===== config.mk =====
export PLATFORM = sky130hd
export DESIGN_NAME = md_iter_unit_flat
export DESIGN_NICKNAME = d
export VERILOG_FILES = /design/src/rtl/md_iter_unit_if.sv /design/src/rtl/md_iter_unit.sv /design/src/flat_wrapper.sv
export SDC_FILE = /design/constraint.sdc
export NUM_CORES = 1
export LEC_CHECK = 0
export CORE_ASPECT_RATIO = 1.4
export CORE_MARGIN = 1
export CORE_UTILIZATION = 58
export DETAILED_ROUTE_END_ITERATION = 16
export PLACE_DENSITY = 0.81
export SLEW_MARGIN = 20
export SYNTH_ARGS = -nofsm -noshare
export SYNTH_HDL_FRONTEND = slang
export SYNTH_SLANG_ARGS = --single-unit
export TNS_END_PERCENT = 100

===== constraint.sdc =====
create_clock -name clk -period 8.9 [get_ports clk]
set_clock_uncertainty 0.05 [all_clocks]
set_input_delay 2.225 -clock clk [delete_from_list [all_inputs] [get_ports clk]]
set_output_delay 2.225 -clock clk [all_outputs]
set_load 0.005 [all_outputs]

===== src/rtl/md_iter_unit_if.sv =====
// Handshake/operand bundle between the control FSM (master) and the
// iterative unsigned multiply/divide unit (slave).
interface md_iter_if;
  logic        start;
  logic        op;
  logic [31:0] a;
  logic [31:0] b;
  logic        busy;
  logic        done;
  logic [31:0] hi;
  logic [31:0] lo;
  logic        div_by_zero;

  modport master (
    output start, op, a, b,
    input  busy, done, hi, lo, div_by_zero
  );

  modport slave (
    input  start, op, a, b,
    output busy, done, hi, lo, div_by_zero
  );
endinterface


===== src/rtl/md_iter_unit.sv =====
// Iterative 32-bit unsigned multiply (shift-add, LSB first) and restoring
// divide (MSB first); 32 iterations, results presented with a done pulse.
module md_iter_unit (
  input  logic       clk,
  input  logic       reset,
  md_iter_if.slave   bus
);

  typedef enum logic [1:0] {
    IDLE = 2'd0,
    RUN  = 2'd1,
    DONE = 2'd2
  } state_t;

  state_t      state_r;
  state_t      state_s;

  logic        op_r;
  logic [31:0] a_r;
  logic [31:0] b_r;
  logic [5:0]  cnt_r;
  logic [63:0] work_r;
  logic        dbz_pend_r;

  logic        busy_r;
  logic        done_r;
  logic [31:0] hi_r;
  logic [31:0] lo_r;
  logic        dbz_r;

  logic        accept_s;
  logic [63:0] work_s;
  logic [32:0] mul_sum_s;
  logic [32:0] div_sh_s;
  logic        div_ge_s;
  logic [31:0] div_rem_s;
  logic [4:0]  bit_idx_s;

  // A start only counts when nothing is in flight.
  assign accept_s = bus.start && (state_r != RUN);

  assign bus.busy        = busy_r;
  assign bus.done        = done_r;
  assign bus.hi          = hi_r;
  assign bus.lo          = lo_r;
  assign bus.div_by_zero = dbz_r;

  // Next-state logic for the IDLE/RUN/DONE controller.
  always_comb begin
    state_s = state_r;
    case (state_r)
      IDLE: begin
        if (accept_s) state_s = RUN;
        else          state_s = IDLE;
      end
      RUN: begin
        if (cnt_r == 6'd31) state_s = DONE;
        else                state_s = RUN;
      end
      DONE: begin
        if (accept_s) state_s = RUN;
        else          state_s = IDLE;
      end
      default: state_s = IDLE;
    endcase
  end

  // One multiply or divide iteration on the working register.
  always_comb begin
    work_s    = work_r;
    mul_sum_s = {1'b0, work_r[63:32]};
    div_sh_s  = 33'd0;
    div_ge_s  = 1'b0;
    div_rem_s = 32'd0;
    bit_idx_s = cnt_r[4:0];
    if (op_r == 1'b0) begin
      // Upper half accumulates a; the 33rd bit keeps the carry before the shift.
      if (b_r[bit_idx_s]) mul_sum_s = {1'b0, work_r[63:32]} + {1'b0, a_r};
      else                mul_sum_s = {1'b0, work_r[63:32]};
      work_s = {mul_sum_s, work_r[31:1]};
    end else begin
      // work_r[63:32] is the partial remainder, work_r[31:0] collects quotient bits.
      bit_idx_s = 5'd31 - cnt_r[4:0];
      div_sh_s  = {work_r[63:32], a_r[bit_idx_s]};
      div_ge_s  = (div_sh_s >= {1'b0, b_r});
      if (div_ge_s) div_rem_s = div_sh_s[31:0] - b_r;
      else          div_rem_s = div_sh_s[31:0];
      work_s = {div_rem_s, work_r[30:0], div_ge_s};
    end
  end

  // State, operand latches, iteration datapath and registered outputs.
  always_ff @(posedge clk or posedge reset) begin
    if (reset) begin
      state_r    <= IDLE;
      op_r       <= 1'b0;
      a_r        <= 32'd0;
      b_r        <= 32'd0;
      cnt_r      <= 6'd0;
      work_r     <= 64'd0;
      dbz_pend_r <= 1'b0;
      busy_r     <= 1'b0;
      done_r     <= 1'b0;
      hi_r       <= 32'd0;
      lo_r       <= 32'd0;
      dbz_r      <= 1'b0;
    end else begin
      state_r <= state_s;
      busy_r  <= (state_s == RUN);
      done_r  <= (state_s == DONE);
      if (accept_s) begin
        op_r       <= bus.op;
        a_r        <= bus.a;
        b_r        <= bus.b;
        cnt_r      <= 6'd0;
        work_r     <= 64'd0;
        dbz_pend_r <= bus.op && (bus.b == 32'd0);
        hi_r       <= 32'd0;
        lo_r       <= 32'd0;
        dbz_r      <= 1'b0;
      end else if (state_r == RUN) begin
        work_r <= work_s;
        cnt_r  <= cnt_r + 6'd1;
        if (state_s == DONE) begin
          hi_r  <= work_s[63:32];
          lo_r  <= work_s[31:0];
          dbz_r <= dbz_pend_r;
        end else begin
          hi_r  <= hi_r;
          lo_r  <= lo_r;
          dbz_r <= dbz_r;
        end
      end else begin
        work_r <= work_r;
        cnt_r  <= cnt_r;
      end
    end
  end

endmodule


===== src/flat_wrapper.sv =====
// flat-port wrapper written by rule: the top's interface ports become plain ports
module md_iter_unit_flat 
  (clk, reset, bus_start, bus_op, bus_a, bus_b, bus_busy, bus_done, bus_hi, bus_lo, bus_div_by_zero);
  md_iter_if bus_i ();
  input  logic clk;
  input  logic reset;
  input wire logic [$bits(bus_i.start)-1:0] bus_start;
  input wire logic [$bits(bus_i.op)-1:0] bus_op;
  input wire logic [$bits(bus_i.a)-1:0] bus_a;
  input wire logic [$bits(bus_i.b)-1:0] bus_b;
  output wire logic [$bits(bus_i.busy)-1:0] bus_busy;
  output wire logic [$bits(bus_i.done)-1:0] bus_done;
  output wire logic [$bits(bus_i.hi)-1:0] bus_hi;
  output wire logic [$bits(bus_i.lo)-1:0] bus_lo;
  output wire logic [$bits(bus_i.div_by_zero)-1:0] bus_div_by_zero;
  assign bus_i.start = bus_start;
  assign bus_i.op = bus_op;
  assign bus_i.a = bus_a;
  assign bus_i.b = bus_b;
  assign bus_busy = bus_i.busy;
  assign bus_done = bus_i.done;
  assign bus_hi = bus_i.hi;
  assign bus_lo = bus_i.lo;
  assign bus_div_by_zero = bus_i.div_by_zero;
  md_iter_unit u_core (.clk(clk), .reset(reset), .bus(bus_i));
endmodule

==> results.cfg <==
[status]
status = finished, final reports clean

[final_layout]
area_growth_syn_to_layout_pct = 17.1
post-route-util_pct = 69.3
final_nets = 1648
drive_gt1_share_pct = 8.95
n_fill_cell = 1812
antennaDiodeCount = 0

[critical_path]
worst-setup-path-type = register to register
start_kind = register
path_cells = mux4_2, mux4_2, mux2i_1, ha_1, inv_1, fa_1, a211oi_1, o21ai_0, a21oi_1, o2bb2ai_1, o221ai_1, a211oi_1, nor3_1, o31ai_1, o21ai_0
path_buf_inv = 1
r2r_start = u_core.cnt_r[0]
cpPeakStageDelay_ns = 0.93
reg2reg_depth = 15
critPathMaxFanout = 16
path_delay_family = compound AO/OA/AOI/OAI gates
crit_required_ns = 9.22
critPathArrivalTime_ns = 5.84
cp.depth = 15
critical_path.startpoint = u_core.cnt_r[0]
end_kind = register
cp_slowest_cell = dfrtp_1

[route]
first_pass_iters = 6
drtAntennaViolNets = 0
remaining_drc_errors = 0
wire_per_inst_um = 22.5
first_iter_violations = 1019
routed_wirelength_um = 41200
vias = 11600
routed_via_density = 6.35

[worst_hold_path]
hp-start = u_core.dbz_pend_r
hold_path_class = register to register
holdPathStages = 2

[timing]
grt_setup_unrepaired = no
slew_headroom_pct = 26.8
final.min_clock_period_ns = 5.52
finalSetupTns_ns = 0
drv_slew = 0
max_freq_mhz = 181
setup_viol = 0
hold_viol = 0
post-route-period-util_pct = 62.0
tightest_slew_ns = 1.09

[synth]
yosysWarningCount = 0
ys_seq_elements = 205
ys_top_cells_by_count = dfrtp_1 (205), nand2_1 (127), o21ai_0 (118)
synth.distinct_cells = 71
synth_edf_count = 0
syn_avg_cell_area_um2 = 9.29
yosys.area.top_type = dfrtp_1
syn_nets = 1570
synthArstFlopShare_pct = 100
yosysMostFrequentCell = dfrtp_1
ys.flop_type = dfrtp_1
synth_top_area_share_pct = 38.5
netlist_area_mm2 = 0.0133
synthTopCellsByArea = dfrtp_1 (38%), ha_1 (6.1%), mux2i_1 (5.1%), o21ai_0 (4.4%), a21o_1 (3.7%)
synth-seq-area-share_pct = 38.5
netlist_instances = 1435

[job]
maxCapViolCount = 0

[place]
io_buffers = 134
dp_hpwl_um = 29800
place_congestion = 1.03

[global_routing]
grt_max_degree = 141
grt_pass1_wl_um = 64700
grt_usage_pct = 35.9
grt_overflow = 0
first_global_vias = 11900
grt_antenna_before_repair = 0

[die]
die_area_mm2 = 0.0236
die_h_um = 181
start_util_pct = 59.2
ios = 135
die_w_um = 130
row_count = 65
core_area_mm2 = 0.0225

[power]
powerDensity_mw_per_mm2 = 436
p_leak_nw = 7.17
ir_drop_v = 0.000259

[clocking]
clockRootBuffer = clkbuf_16
ctsHoldBuffers = 0
clock_tree.htree_level_count = 1
cts.sinks = 205
postCtsSetupBuffers = 0
insertion_delay_ns = 0.54
cts_resized = 0
clk_path_buf_depth = 3
cts-buffers-inserted = 23
cts_tree = built
clkTransAtPathRegs_ns = 0.06
report_power, final:
part / switching (mW) / leakage [nW] / internal [mW] / total [mW]
logic: 2.50 / 4.12 / 1.73 / 4.22
clock network: 0.411 / 0.405 / 0.642 / 1.05
registers: 0.350 / 2.64 / 1.18 / 1.53
total: 3.26 / 7.17 / 3.55 / 6.81
kinds of logic (layout without fill, tap and decap cells):
family	count (synthesis)	after routing	synth area share (%)
fa+ha+maj	67	67	6.40
buf+inv	151	246	4.95
flops	205	205	38.5
xor+xnor	53	53	3.48
simple gates	385	385	13.7
mux	118	118	10.4
compound gates	456	456	22.6
tightest hold or removal path, cell delays in order, from the launching register on:
cell,delay (ns)
dfrtp_1,0.36
nand2_1,0.05
nand2_1,0.05
sequential cells by signal, indices dropped and copies added, names as in the netlist:
| register | count |
|---|---|
| u_core.work_r | 64 |
| u_core.a_r | 32 |
| u_core.b_r | 32 |
| u_core.bus.hi | 32 |
| u_core.bus.lo | 32 |
| u_core.cnt_r | 6 |
| u_core.state_r | 2 |
| u_core.bus.busy | 1 |
| u_core.bus.div_by_zero | 1 |
| u_core.bus.done | 1 |
| u_core.dbz_pend_r | 1 |
| u_core.op_r | 1 |
metal layers:
metal	part of all wire (%)	vias up	routed length (um)	global-route usage [%]
li1	-	5403	-	-
met1	40	5592	16400	45.3
met2	49	507	20100	59.8
met3	5.8	121	2410	3.89
met4	5.6	0	2320	19.0
met5	0	-	0	0
metrics by stage:
step                area, um^2  cells  worst slack [ns]  power, mW  hold WS (ns)
floorplan                13300   1435              1.03       4.66         0.389
global placement         14700   1788              3.37       5.59         0.406
detailed placement       14700   1788              3.19       5.64         0.413
CTS                      15600   1830              3.10       6.73         0.452
global route             15600   1831              3.15       7.28         0.469
finish                   15600   1831              3.38       6.81         0.440
area by class of cell:
class	instances	area, um^2	area share (%)
Clock buffer	27	611	3.91
Sequential cell	205	5130	32.9
Tap cell	301	377	2.41
Timing Repair Buffer	149	1470	9.44
Clock inverter	15	226	1.45
Inverter	55	219	1.40
Multi-Input combinational cell	1079	7580	48.5
worst paths after layout:
| path | endpoint | slack [ns] |
|---|---|---|
| hold / removal | u_core.bus.div_by_zero | 0.44 |
| setup reg to reg | u_core.work_r[62] | 3.38 |
| min in group asynchronous | u_core.bus.lo[23] | 2.02 |
| setup / recovery | u_core.work_r[62] | 3.38 |
| hold reg to reg | u_core.bus.div_by_zero | 0.44 |
| max in group asynchronous | u_core.state_r[0] | 5.09 |
cell usage in the layout (no fill, tap or decap), types with 13 or more instances in the layout:
cell,instances
a211oi_1,20
a21o_1,65
a21oi_1,89
a22o_1,32
and3_1,16
buf_4,14
clkbuf_16,23
clkdlybuf4s50_1,134
dfrtp_1,204
ha_1,65
inv_1,53
mux2_2,37
mux2i_1,68
mux4_2,13
nand2_1,126
nand3_1,64
nand4_1,15
nor2_1,82
o21a_1,13
o21ai_0,118
o21ai_1,16
o31ai_1,18
xnor2_1,33
xor2_1,20
Note: power is estimated with default switching activity, not from simulation.
